==> config.mk <==
export PLATFORM = sky130hd
export DESIGN_NAME = led_breath_fader
export DESIGN_NICKNAME = d
export VERILOG_FILES = /design/src/rtl/led_pkg.sv /design/src/rtl/led_pwm.sv /design/src/rtl/led_breath_fader.sv
export SDC_FILE = /design/constraint.sdc
export NUM_CORES = 1
export LEC_CHECK = 0
export CORE_ASPECT_RATIO = 1.25
export CORE_MARGIN = 5
export CORE_UTILIZATION = 40
export CTS_CLUSTER_SIZE = 30
export DETAILED_ROUTE_END_ITERATION = 8
export PLACE_DENSITY_LB_ADDON = 0.1
export SLEW_MARGIN = 5
export SYNTH_ARGS = -nofsm -noshare
export SYNTH_HDL_FRONTEND = slang
export SYNTH_HIERARCHICAL = 1
export SYNTH_SLANG_ARGS = --single-unit
export TNS_END_PERCENT = 30
==> constraint.sdc <==
create_clock -name clk -period 1.92 [get_ports clk]
set_input_delay 0.384 -clock clk [delete_from_list [all_inputs] [get_ports clk]]
set_output_delay 0.384 -clock clk [all_outputs]
set_load 0.05 [all_outputs]
==> src/rtl/led_pkg.sv <==
// Shared types and defaults for the LED breathing fader.
// The fade FSM encoding is visible on phase_o, so the values below are fixed.
package led_pkg;

  localparam int PWM_BITS_DEFAULT = 8;

  typedef enum logic [1:0] {
    RAMP_UP   = 2'd0,
    HOLD_HIGH = 2'd1,
    RAMP_DOWN = 2'd2,
    HOLD_LOW  = 2'd3
  } phase_e;

endpackage

==> src/rtl/led_pwm.sv <==
// Free-running PWM counter with a registered comparator driving the LED pin.
// The counter ignores enable; enable only gates the registered output.
module led_pwm
  import led_pkg::*;
#(
  parameter int PWM_BITS = PWM_BITS_DEFAULT
) (
  input  logic                clk,
  input  logic                rst_n,
  input  logic                enable_i,
  input  logic [PWM_BITS-1:0] level_i,
  output logic                led_o
);

  logic [PWM_BITS-1:0] pwmCnt_q;
  logic                led_q;

  // Level 0 never beats the counter, so the LED is dark; MAX lights MAX of every 2^PWM_BITS cycles.
  always_ff @(posedge clk or negedge rst_n) begin
    if (!rst_n) begin
      pwmCnt_q <= '0;
      led_q    <= 1'b0;
    end else begin
      pwmCnt_q <= pwmCnt_q + PWM_BITS'(1);
      led_q    <= enable_i && (pwmCnt_q < level_i);
    end
  end

  assign led_o = led_q;

endmodule

==> src/rtl/led_breath_fader.sv <==
// LED breathing fader: ramps brightness up and down on accepted ticks and drives PWM.
// Define LED_BREATH_HOLD_EN to add the HOLD_HIGH / HOLD_LOW dwell phases.
module led_breath_fader
  import led_pkg::*;
#(
  parameter int PWM_BITS   = PWM_BITS_DEFAULT,
  parameter int STEP       = 1,
  parameter int HOLD_TICKS = 16
) (
  input  logic                clk,
  input  logic                rst_n,
  input  logic                tick_i,
  input  logic                enable_i,
  output logic                led_o,
  output logic [PWM_BITS-1:0] level_o,
  output logic [1:0]          phase_o
);

  localparam logic [PWM_BITS-1:0] LEVEL_MAX = '1;
  localparam logic [PWM_BITS:0]   STEP_EXT  = (PWM_BITS+1)'(STEP);

  if (PWM_BITS < 1 || STEP < 1 || STEP > (1 << PWM_BITS) - 1 || HOLD_TICKS < 1) begin : g_paramCheck
    $error("led_breath_fader: illegal PWM_BITS/STEP/HOLD_TICKS combination");
  end

  phase_e              state_q, state_d;
  logic [PWM_BITS-1:0] level_q, level_d;
  logic                accept;
  logic [PWM_BITS:0]   upSum;
  logic [PWM_BITS-1:0] levelUp;
  logic [PWM_BITS-1:0] levelDn;

`ifdef LED_BREATH_HOLD_EN
  localparam int HOLD_W = (HOLD_TICKS > 1) ? $clog2(HOLD_TICKS) : 1;

  logic [HOLD_W-1:0] holdCnt_q, holdCnt_d;
  logic              holdDone;

  assign holdDone = (holdCnt_q == HOLD_W'(HOLD_TICKS - 1));
`endif

  // One extra bit keeps the saturating add and subtract free of wrap-around.
  assign accept  = tick_i & enable_i;
  assign upSum   = {1'b0, level_q} + STEP_EXT;
  assign levelUp = (upSum > {1'b0, LEVEL_MAX}) ? LEVEL_MAX : upSum[PWM_BITS-1:0];
  assign levelDn = ({1'b0, level_q} <= STEP_EXT) ? '0 : (level_q - STEP_EXT[PWM_BITS-1:0]);

  always_ff @(posedge clk or negedge rst_n) begin
    if (!rst_n) begin
      state_q   <= RAMP_UP;
      level_q   <= '0;
`ifdef LED_BREATH_HOLD_EN
      holdCnt_q <= '0;
`endif
    end else begin
      state_q   <= state_d;
      level_q   <= level_d;
`ifdef LED_BREATH_HOLD_EN
      holdCnt_q <= holdCnt_d;
`endif
    end
  end

  // Without an accepted tick everything stays frozen, which is also how enable_i=0 pauses the fade.
  always_comb begin
    state_d   = state_q;
    level_d   = level_q;
`ifdef LED_BREATH_HOLD_EN
    holdCnt_d = holdCnt_q;
`endif
    if (accept) begin
      case (state_q)
        RAMP_UP: begin
          level_d = levelUp;
          if (levelUp == LEVEL_MAX) begin
`ifdef LED_BREATH_HOLD_EN
            state_d = HOLD_HIGH;
`else
            state_d = RAMP_DOWN;
`endif
          end
        end
`ifdef LED_BREATH_HOLD_EN
        HOLD_HIGH: begin
          if (holdDone) begin
            holdCnt_d = '0;
            state_d   = RAMP_DOWN;
          end else begin
            holdCnt_d = holdCnt_q + HOLD_W'(1);
          end
        end
`endif
        RAMP_DOWN: begin
          level_d = levelDn;
          if (levelDn == '0) begin
`ifdef LED_BREATH_HOLD_EN
            state_d = HOLD_LOW;
`else
            state_d = RAMP_UP;
`endif
          end
        end
`ifdef LED_BREATH_HOLD_EN
        HOLD_LOW: begin
          if (holdDone) begin
            holdCnt_d = '0;
            state_d   = RAMP_UP;
          end else begin
            holdCnt_d = holdCnt_q + HOLD_W'(1);
          end
        end
`endif
        default: state_d = RAMP_UP;
      endcase
    end
  end

  always_comb begin
    phase_o = state_q;
    level_o = level_q;
  end

  led_pwm #(
    .PWM_BITS (PWM_BITS)
  ) u_pwm (
    .clk      (clk),
    .rst_n    (rst_n),
    .enable_i (enable_i),
    .level_i  (level_q),
    .led_o    (led_o)
  );

endmodule

Yosys cells after proc, flatten, opt, wreduce, memory -nomap -nowiden. Index checks and enable logic that the tools add are counted.

Word-level logic and storage cells: 27. Register bits after elaboration: 19. Input bits: 4. Output and inout bits: 11.

$add $sub $neg: 3. Reductions and logical operators: 6. Order comparisons: 3. Bitwise gates (word level): 1. Multiplexer cells: 6. Equality and inequality tests: 4.

Operators by type and width (number): 8-bit two-way mux (2); 8-bit one-hot mux with 2 select lines (1); 8-bit by 1-bit adder with 9-bit output, second input constant (1); 9-bit by 8-bit > comparator with 1-bit output, second input constant (1); 8-bit by 1-bit adder with 8-bit output, second input constant (1); 8-bit equality test, second input constant (1); 8-bit by 1-bit less-or-equal comparator with 1-bit output, second input constant (1); 8-bit logical NOT (1); 8-bit < comparator (1); 8-bit by 1-bit subtractor with 8-bit output, second input constant (1); 2-bit two-way mux (2); 2-bit != test, second input constant (2); 2-bit one-hot mux with 2 select lines (1); 3-bit AND reduction (1); 2-bit equality test, second input constant (1); 2-bit logical NOT (1); 2-bit AND reduction (1); 2-bit nonzero test (1); 1-bit bitwise AND (1); 1-bit logical AND (1).

Logic depth before layout (Yosys ltp). Gate-level depths: netlist of the first run.

Word-level depth: 6. Gate-level depth with buffers: 8. Gate-level depth less buffers: 7.

Modules after synthesis. Netlist of the first run, hierarchy kept.

By module, submodules not included: led_breath_fader (cells each 114, area each 865.8 µm², times used 1); led_pwm (cells each 45, area each 515.5 µm², times used 1).

Worst setup path before layout of the first run. Ideal clock, no wire load.

Path type: register to register. Start point: reg level_q[0] (netlist: level_o[0]). End point: reg level_q[1] (netlist: level_o[1]). Library setup time: 0.065 ns. Slack: -0.162 ns. Stages on the path, launching flop included: 9. Clock period less this slack: 2.082 ns. Buffers on the path: 1. Arrival: 2.017 ns. Path through: dfrtp_1 clkbuf_1 inv_1 ha_1 nor2_1 and3b_2 o21ai_0 o311a_1 a21o_1.

Cells in the longest elaborated chain, start to end: 4. Elaborated cells between the ends (all ways): 7. Classes of those cells: add/sub: 2; order compare: 2; mux: 3.

RTL lines: start: declaration (line led_breath_fader.sv:27) `logic [PWM_BITS-1:0] level_q, level_d;`; start signal: assignment (line led_breath_fader.sv:57) `level_q <= level_d;`; 8-bit by 1-bit adder with 9-bit output (line led_breath_fader.sv:44) `assign upSum = {1'b0, level_q} + STEP_EXT;`; 9-bit by 8-bit > comparator with 1-bit output (line led_breath_fader.sv:45) `assign levelUp = (upSum > {1'b0, LEVEL_MAX}) ? LEVEL_MAX : upSum[PWM_BITS-1:0];`; 8-bit two-way mux (line led_breath_fader.sv:45); 8-bit one-hot mux with 2 select lines * (line led_breath_fader.sv:72) `case (state_q)`.

Every way passes the cells marked *; elsewhere a longest branch is shown, timed or not. A chain may end at the register's enable or synchronous reset.

Worst setup path in the final report of the first run.
Start point: reg level_q[1] (netlist: level_o[1]). End point: reg state_q[1] (netlist: phase_o[1]).

Cells in the longest elaborated chain, start to end: 6. Elaborated cells between the ends (all ways): 11. Classes of those cells: add/sub: 2; order compare: 2; eq/ne: 3; mux: 2; reduce/logical: 2.

RTL lines: 8-bit by 1-bit adder with 9-bit output (line led_breath_fader.sv:44); 9-bit by 8-bit > comparator with 1-bit output (line led_breath_fader.sv:45); 8-bit two-way mux (line led_breath_fader.sv:45); 8-bit equality test (line led_breath_fader.sv:75) `if (levelUp == LEVEL_MAX) begin`; 2-bit != test (no line); 3-bit AND reduction (no line) *; end signal: assignment (line led_breath_fader.sv:56) `state_q <= state_d;`; end: declaration (line led_breath_fader.sv:26) `phase_e state_q, state_d;`.

Marks and branches as above.

==> impl_metrics.py, run 1 <==
metrics = {
    "floorplan": {
        "dieArea_mm2": 0.00474,
        "die_height_um": 75.7,
        "io_pins": 15,
        "core_area_mm2": 0.00328,
        "fp.dieW_um": 62.6,
        "row_count": 23,
        "initial_utilization_pct": 42.1,
    },
    "logic_synthesis": {
        "synthTopCellsByArea": "dfrtp_1 (33%), ha_1 (10%), xnor2_1 (4.4%), a21oi_1 (3.6%), nand2_1 (3.5%)",
        "synth_seq_area_share_pct": 32.6,
        "yosys_most_used_dff": "dfrtp_1",
        "synth_adder_area_share_pct": 9.96,
        "synth_edf_count": 0,
        "synthXorXnorAreaFrac_pct": 5.71,
        "synthMuxAreaShare_pct": 0.725,
        "synth_area_mm2": 0.00138,
        "synth_top_family_by_area": "simple AND/OR/NAND/NOR gates",
        "synth.distinct_cells": 49,
        "synth_top_area_cell": "dfrtp_1",
        "synthesis.nets": 174,
        "synth-seq-cells": 18,
        "synth_compound_area_share_pct": 21.3,
        "synth_top_area_share_pct": 32.6,
        "avgSynthCellArea_um2": 8.69,
        "async_reset_ff_share_pct": 100,
        "syn-instance-count": 159,
        "yosys_warnings": 6,
        "synth-simple-area-share_pct": 21.7,
    },
    "detailed_routing": {
        "drt_wl_total_um": 3470,
        "drt_pre_antenna_iters": 4,
        "vias": 1250,
        "wl_per_cell_um": 16.2,
        "antenna_left": 0,
        "drt-initial-drc-count": 73,
        "dr_wl_met2_um": 1720,
        "wl_met3_um": 133,
        "vias_per_cell": 5.84,
        "drc": 0,
        "m1WireLength_um": 1520,
        "highest_layer": "met4",
    },
    "timing": {
        "rsz0062_at_grt": "true",
        "period_needed_ps": 1840,
        "max_slew.worst_pin.slew_ps": 736,
        "period_share_pct": 95.8,
        "finalHoldViolations": 0,
        "drv_slew": 0,
        "finalSetupViolCount": 0,
        "max-slew-margin-rel_pct": 50.9,
        "whs_ps": 451,
        "setup_slack_ps": 80.4,
        "tns_ps": 0,
        "fin_worst_skew_ps": 1.97,
        "max_freq_mhz": 544,
    },
    "setup_path": {
        "cp_max_fo": 8,
        "reg2reg_from": "level_o[1]$_DFFE_PN0P_",
        "crit_required_ps": 2080,
        "endpoint_kind": "flop",
        "cp_data_arrival_time_ps": 2000,
        "regToRegSetupSlack_ps": 80,
        "timing.rr.end": "phase_o[1]$_DFFE_PN0P_",
        "startpoint_type": "flop",
        "rr_worst_depth": 6,
        "path_class": "reg2reg",
    },
    "final_layout": {
        "nFillCells": 313,
        "final_util_pct": 51.7,
        "drive_gt1_share_pct": 20.3,
        "synthToLayoutAreaGrowth_pct": 22.8,
        "seq_area_um2": 453,
        "final_nets": 193,
        "antenna_cells": 0,
        "final_cell_mix": "buf_4 (17), dfrtp_1 (16), nand2_1 (13)",
        "multi_input_area_um2": 833,
        "mostFrequentLayoutCell": "buf_4",
    },
    "cts": {
        "insertion_delay_ps": 260,
        "htreeDepth": 1,
        "path_clk_slew_ps": 80,
        "hold_buffers": 0,
        "cts_tree": "yes",
        "cts_sinks": 18,
        "cts.path.max_buffers": 2,
        "root_buffer": "clkbuf_8",
        "cts_buffers": 3,
    },
    "power": {
        "clockPowerShare_pct": 22.2,
        "cellPowerDensity_mw_per_mm2": 861,
        "p_int_mw": 0.881,
        "p_switching_mw": 0.580,
        "ir_drop_mv": 0.524,
        "seqPwrFrac_pct": 32.8,
        "leakage_nw": 0.709,
        "sw_frac_of_total_pct": 39.7,
        "pwr-share-comb_pct": 45.0,
    },
    "placed_design": {
        "io_buffers": 13,
        "gp_congestion": 0.897,
        "hpwl_um": 2550,
        "dp_slack_ps": 49.1,
    },
    "outcome": {
        "outcome": "complete, no violations",
    },
    "grt": {
        "grt_pass1_vias": 1245,
        "overflow": 0,
        "grt_usage_pct": 16.0,
        "grt_antenna_before_repair": 0,
        "grt_max_degree": 25,
        "grt_pass1_wl_um": 6040,
    },
    "job": {
        "cap_violations": 0,
    },
    "worst_hold_path": {
        "hp-class": "in2async",
    },
}
[area by class of cell]
type                       count  area share [%]
clock buffer                   4            3.24
sequential                    18            26.7
inverter                      11            2.43
tap                           37            2.73
timing repair buffer          26            15.8
multi-input combinational    118            49.1
[per-layer routing]
layer,vias up,track usage (%)
met5,-,0
met2,36,28.5
met1,602,19.3
li1,604,-
met4,0,7.55
met3,8,2.21
[sequential cells by signal (all words and copies together) (netlist names)]
signal / flops
level_o: 8
phase_o: 1
u_pwm/led_o: 1
u_pwm/pwmCnt_q: 8
[Yosys cell counts, types with 3 or more instances]
cell      instances
a21o_1            3
a21oi_1          10
buf_4             3
clkbuf_1          7
dfrtp_1          18
ha_1             11
inv_1            11
nand2_1          13
nand3_1           5
nand4_1           3
nor2_1           12
nor4_1            3
o211ai_1          3
o21ai_0           7
xnor2_1           7
[metrics by stage]
step                total power [mW]  area (µm²)  std cells
floorplan                      0.906        1390        159
global placement                1.12        1610        207
detailed placement              1.12        1610        207
CTS                             1.45        1670        211
global route                    1.55        1700        214
finish                          1.46        1700        214
[power by group through the flow]
stage	Clock [mW]	Combinational (mW)	Sequential [mW]
final	0.324	0.658	0.479
after global routing	0.345	0.724	0.484
after detailed placement	0	0.629	0.492
after CTS	0.333	0.631	0.484
after global placement	0	0.624	0.491
after floorplan	0	0.344	0.562
[how the worst max path moves through the flow]
stage,slack (ps),cells past startpoint,to,from
finish,80,6,phase_o[1]$_DFFE_PN0P_,level_o[1]$_DFFE_PN0P_
global route,-50,7,level_o[5]$_DFFE_PN0P_,level_o[1]$_DFFE_PN0P_
CTS,2,6,phase_o[1]$_DFFE_PN0P_,level_o[0]$_DFFE_PN0P_
detailed placement,50,6,phase_o[1]$_DFFE_PN0P_,level_o[0]$_DFFE_PN0P_
global placement,70,6,phase_o[1]$_DFFE_PN0P_,level_o[0]$_DFFE_PN0P_
floorplan,10,5,level_o[4]$_DFFE_PN0P_,level_o[5]$_DFFE_PN0P_
[worst max-delay path: stages, from the launching register on]
cell and delay (ps):
dfrtp_2 460, inv_1 80, ha_2 360, nand2_1 70, o41ai_1 330, a21oi_1 160
a311oi_1 270
[cell families after synthesis]
logic type	Yosys count
AOI/OAI and AO/OA	42
xor gates and xnor gates	9
adders and majority gates	11
buffers and inverters	23
DFF	18
muxes	1
other	1
and+or+nand+nor	54
[timing repair]
action                                  in CTS  in global routing
endpoints found under the setup margin       0                  3
resized for setup                            0                  3
hold endpoints to repair                     0                  0
buffers inserted                             0                  3
(Power assumes the default switching activity.)
==> inputs of run 2 (changes only) <==
--- a/config.mk
+++ b/config.mk
@@ -10,7 +10,6 @@
 export CORE_UTILIZATION = 40
 export CTS_CLUSTER_SIZE = 30
 export DETAILED_ROUTE_END_ITERATION = 8
-export PLACE_DENSITY_LB_ADDON = 0.1
 export SLEW_MARGIN = 5
 export SYNTH_ARGS = -nofsm -noshare
 export SYNTH_HDL_FRONTEND = slang
==> run 2 against run 1 <==
Compared with the run above:
- clock skew fell by 1.0 ps
- design area fell by 1.3%
- count of clock-buffer cells in the layout did not move
- sequential share of layout area rose by 0.34 points
- critical path type unchanged
- critical endpoint is now level_o[4]$_DFFE_PN0P_
==> impl_metrics.py, run 2 (synthesized netlist as in run 1, its figures left out) <==
metrics = {
    "cts": {
        "root_buffer": "clkbuf_8",
        "cts_sinks": 18,
        "hold_buffers": 0,
        "htreeDepth": 1,
        "cts_buffers": 3,
        "cts_resized": 0,
        "path_clk_slew_ps": 70,
        "cts_setup_buffers": 0,
        "cts_tree": "yes",
        "insertion_delay_ps": 250,
        "cts.path.max_buffers": 2,
    },
    "job": {
        "cap_violations": 0,
    },
    "power": {
        "p_switching_mw": 0.568,
        "ir_drop_mv": 0.729,
        "seqPwrFrac_pct": 33.4,
        "cellPowerDensity_mw_per_mm2": 862,
        "leakage_nw": 0.700,
        "clockPowerShare_pct": 21.4,
        "pwr-share-comb_pct": 45.2,
        "p_int_mw": 0.876,
        "sw_frac_of_total_pct": 39.3,
    },
    "setup_path": {
        "cp_slowest_stage_delay_ps": 460,
        "path_cells": "inv_1 -> ha_2 -> nor2_1 -> and3b_2 -> and3b_1 -> o32a_1",
        "path_class": "reg2reg",
        "critical-path-slowest-cell": "dfrtp_2",
        "crit_required_ps": 2060,
        "cp_max_fo": 8,
        "startpoint_type": "flop",
        "path_buf_inv": 1,
        "endpoint_kind": "flop",
        "cp_data_arrival_time_ps": 1940,
        "path_delay_family": "simple AND/OR/NAND/NOR gates",
    },
    "final_layout": {
        "multi_input_area_um2": 827,
        "mostFrequentLayoutCell": "dfrtp_1",
        "synthToLayoutAreaGrowth_pct": 21.3,
        "drive_gt1_share_pct": 18.3,
        "final_cell_mix": "dfrtp_1 (16), buf_4 (15), nand2_1 (13)",
        "antenna_cells": 0,
        "final_nets": 191,
        "nFillCells": 319,
        "seq_area_um2": 453,
        "final_util_pct": 51.1,
    },
    "floorplan": {
        "initial_utilization_pct": 42.1,
        "row_count": 23,
        "fp.dieW_um": 62.6,
        "io_pins": 15,
        "core_area_mm2": 0.00328,
        "dieArea_mm2": 0.00474,
        "die_height_um": 75.7,
    },
    "detailed_routing": {
        "antenna_left": 0,
        "drt-initial-drc-count": 105,
        "drt_pre_antenna_iters": 4,
        "m1WireLength_um": 1460,
        "drc": 0,
        "wl_met3_um": 117,
        "highest_layer": "met4",
        "vias_per_cell": 5.85,
        "wl_per_cell_um": 15.9,
        "vias": 1241,
        "drt_wl_total_um": 3380,
        "dr_wl_met2_um": 1720,
    },
    "outcome": {
        "outcome": "complete, no violations",
    },
    "timing": {
        "max_freq_mhz": 556,
        "period_needed_ps": 1800,
        "tns_ps": 0,
        "finalHoldViolations": 0,
        "rsz0062_at_grt": "false",
        "max-slew-margin-rel_pct": 51.7,
        "drv_slew": 0,
        "period_share_pct": 93.7,
        "finalSetupViolCount": 0,
        "max_slew.worst_pin.slew_ps": 724,
        "fin_worst_skew_ps": 0.944,
    },
    "grt": {
        "grt_antenna_before_repair": 0,
        "grt_pass1_wl_um": 5910,
        "grt_max_degree": 25,
        "grt_usage_pct": 15.5,
        "overflow": 0,
        "grt_pass1_vias": 1261,
    },
    "placed_design": {
        "hpwl_um": 2610,
        "io_buffers": 13,
        "gp_congestion": 0.901,
    },
    "worst_hold_path": {
        "hp-class": "in2async",
    },
}
run 2: cell types whose count changed in the layout (fill, tap and decap cells not counted):
cell,previous run,this run
ha_1,9,10
nor2_2,1,0
ha_2,2,1
a2111oi_0,0,1
nor2_1,11,12
a2111oi_1,1,0
buf_4,17,15
run 2: power groups by stage:
stage	Sequential (mW)	Clock [mW]	Combinational (mW)
global route	0.488	0.339	0.705
finish	0.482	0.310	0.653
detailed placement	0.488	0	0.652
floorplan	0.562	0	0.344
global placement	0.484	0	0.646
CTS	0.481	0.318	0.654
run 2: worst paths after layout:
| kind | start | end | slack, ps | cells after the start |
|---|---|---|---|---|
| max in group asynchronous | rst_n | level_o[6]$_DFFE_PN0P_ | 1010 | 2 |
| setup reg to reg | level_o[1]$_DFFE_PN0P_ | level_o[4]$_DFFE_PN0P_ | 120 | 6 |
| min in group clk | u_pwm/pwmCnt_q[7]$_DFF_PN0_ | u_pwm/pwmCnt_q[7]$_DFF_PN0_ | 490 | 1 |
| hold reg to reg | u_pwm/pwmCnt_q[7]$_DFF_PN0_ | u_pwm/pwmCnt_q[7]$_DFF_PN0_ | 490 | 1 |
| hold / removal | rst_n | u_pwm/pwmCnt_q[1]$_DFF_PN0_ | 420 | 1 |
| setup / recovery | level_o[1]$_DFFE_PN0P_ | level_o[4]$_DFFE_PN0P_ | 120 | 6 |
run 2: final cells by class:
class / instances / area share (%)
Inverter: 11 / 2.46
Sequential cell: 18 / 27.0
Timing Repair Buffer: 24 / 15.1
Clock buffer: 4 / 3.29
Tap cell: 37 / 2.76
Multi-Input combinational cell: 118 / 49.4
run 2: worst reg2reg max path: cells and delay by family, from the launching register on:
| family | cells | cell delay [ps] |
|---|---|---|
| simple gates | 3 | 570 |
| flops | 1 | 460 |
| compound gates | 1 | 320 |
| fa+ha+maj | 1 | 240 |
| buf+inv | 1 | 100 |
run 2: layer usage:
metal | vias to the layer above | global-route usage (%)
li1 | 605 | -
met1 | 589 | 18.7
met2 | 41 | 28.1
met3 | 6 | 1.18
met4 | 0 | 7.55
met5 | - | 0
run 2: per-stage QoR:
step	std cells	worst slack, ps	hold slack, ps	instance area [µm²]	power (mW)
detailed placement	208	136	479	1620	1.14
global route	212	17.5	460	1680	1.53
global placement	208	193	477	1620	1.13
finish	212	121	425	1680	1.44
CTS	212	121	430	1680	1.45
floorplan	159	14.5	88.4	1390	0.906
==> inputs of run 3 (changes only) <==
--- a/config.mk
+++ b/config.mk
@@ -10,6 +10,7 @@
 export CORE_UTILIZATION = 40
 export CTS_CLUSTER_SIZE = 30
 export DETAILED_ROUTE_END_ITERATION = 8
+export SETUP_SLACK_MARGIN = 0.3
 export SLEW_MARGIN = 5
 export SYNTH_ARGS = -nofsm -noshare
 export SYNTH_HDL_FRONTEND = slang
==> run 3 against run 2 <==
Compared with the run above:
- design area increased by 4.4%
- clock skew increased by 3.5 ps
- worst hold slack improved by 15 ps
- sequential power decreased by 2%
- setup slack improved by 96 ps
- largest cell class unchanged
- via count increased by 5.2%
- first-iteration DRC count decreased by 54%
- flip-flop and latch count unchanged
==> impl_metrics.py, run 3 (synthesized netlist as in run 1, its figures left out) <==
metrics = {
    "setup_path": {
        "crit_required_ps": 2070,
        "cp_max_fo": 13,
        "cp_data_arrival_time_ps": 1850,
        "startpoint_type": "flop",
        "path_class": "reg2reg",
        "endpoint_kind": "flop",
    },
    "final_layout": {
        "final_cell_mix": "buf_4 (25), nand2_1 (13), nor2_1 (11)",
        "mostFrequentLayoutCell": "buf_4",
        "final_area_mm2": 0.00175,
        "final_util_pct": 53.3,
        "final_nets": 198,
        "synthToLayoutAreaGrowth_pct": 26.6,
        "drive_gt1_share_pct": 28.0,
        "antenna_cells": 0,
    },
    "floorplan": {
        "io_pins": 15,
        "initial_utilization_pct": 42.1,
        "dieArea_mm2": 0.00474,
        "core_area_mm2": 0.00328,
        "fp.dieW_um": 62.6,
        "die_height_um": 75.7,
        "row_count": 23,
    },
    "grt": {
        "grt_max_degree": 25,
        "grt_usage_pct": 15.7,
        "grt_pass1_wl_um": 5910,
        "overflow": 0,
        "grt_antenna_before_repair": 0,
        "grt_pass1_vias": 1326,
    },
    "power": {
        "sw_frac_of_total_pct": 39.9,
        "leakage_nw": 0.732,
        "cellPowerDensity_mw_per_mm2": 911,
        "pwr-share-comb_pct": 49.7,
        "p_switching_mw": 0.636,
        "clockPowerShare_pct": 20.7,
        "totalPowerFinal_mw": 1.59,
        "p_int_mw": 0.957,
        "ir_drop_mv": 0.754,
        "seqPwrFrac_pct": 29.6,
    },
    "timing": {
        "period_needed_ps": 1700,
        "max_freq_mhz": 587,
        "tns_ps": 0,
        "rsz0062_at_grt": "true",
        "whs_ps": 440,
        "finalHoldViolations": 0,
        "drv_slew": 0,
        "period_share_pct": 88.7,
        "finalSetupViolCount": 0,
        "fin_worst_skew_ps": 4.41,
    },
    "cts": {
        "cts.path.max_buffers": 2,
        "insertion_delay_ps": 270,
        "htreeDepth": 1,
        "cts_buffers": 3,
        "root_buffer": "clkbuf_8",
        "cts_tree": "yes",
        "cts_sinks": 18,
        "path_clk_slew_ps": 70,
    },
    "detailed_routing": {
        "antenna_left": 0,
        "drt_pre_antenna_iters": 4,
        "wl_per_cell_um": 16.6,
        "drt_wl_total_um": 3640,
        "vias_per_cell": 5.96,
        "vias": 1305,
        "drc": 0,
        "drt-initial-drc-count": 48,
    },
    "placed_design": {
        "place_area_mm2": 0.00159,
        "hpwl_um": 2610,
        "gp_congestion": 0.826,
        "io_buffers": 13,
    },
    "worst_hold_path": {
        "hp-class": "in2async",
    },
    "outcome": {
        "outcome": "complete, no violations",
    },
    "job": {
        "cap_violations": 0,
    },
}
run 3: changes by cell type in the layout (fill, tap and decap cells not counted), moves of 2 or more:
cell	change
buf_12	-3
o21ai_0	-2
buf_4	+10
ha_4	+2
o21ai_1	+2
dfrtp_1	-6
dfrtp_2	+6
run 3: cell type report:
cell class	instances	area (µm²)
Fill cell	308	1530
Multi-Input combinational cell	118	877
Sequential cell	18	460
Timing Repair Buffer	31	267
Clock buffer	4	55.1
Tap cell	37	46.3
Inverter	11	43.8
run 3: through the flow:
stage / setup WS, ps / std cells
2_1_floorplan: 155 / 159
3_3_place_gp: 147 / 205
3_5_place_dp: 120 / 205
4_1_cts: 206 / 215
5_1_grt: 157 / 219
6_report: 217 / 219
run 3: critical path: stages (launching register included):
cell and delay (ps):
dfrtp_2 520, nor4_4 320, and3b_2 280, and3b_1 190, o32a_1 280
run 3: timing repair:
| action | in CTS | in global routing |
|---|---|---|
| hold buffers | 0 | 0 |
| setup buffers | 6 | 4 |
| setup endpoints to repair | 10 | 11 |
| pin swaps | 3 | 0 |
| gates cloned | 0 | 0 |
| gates resized for setup | 7 | 3 |
run 3: worst paths after layout:
| check | from | to | slack, ps | cells past startpoint |
|---|---|---|---|---|
| setup / recovery | level_o[3]$_DFFE_PN0P_ | level_o[4]$_DFFE_PN0P_ | 220 | 4 |
| hold / removal | rst_n | u_pwm/pwmCnt_q[5]$_DFF_PN0_ | 440 | 2 |
| setup reg to reg | level_o[3]$_DFFE_PN0P_ | level_o[4]$_DFFE_PN0P_ | 220 | 4 |
| hold reg to reg | u_pwm/pwmCnt_q[7]$_DFF_PN0_ | u_pwm/pwmCnt_q[7]$_DFF_PN0_ | 500 | 1 |
| max in group asynchronous | rst_n | level_o[1]$_DFFE_PN0P_ | 1260 | 2 |
| min in group clk | u_pwm/pwmCnt_q[7]$_DFF_PN0_ | u_pwm/pwmCnt_q[7]$_DFF_PN0_ | 500 | 1 |
run 3: power groups by stage:
stage / sequential [mW] / combinational, mW / clock [mW]
2_1_floorplan: 0.566 / 0.383 / 0
3_3_place_gp: 0.489 / 0.642 / 0
3_5_place_dp: 0.491 / 0.653 / 0
4_1_cts: 0.470 / 0.745 / 0.330
5_1_grt: 0.476 / 0.855 / 0.353
6_report: 0.472 / 0.792 / 0.329
run 3: metal layers:
metal	track usage [%]	vias up	wire [µm]
li1	-	621	-
met1	17.4	634	1450
met2	30.0	39	1930
met3	2.06	11	152
met4	7.55	0	99
met5	0	-	0
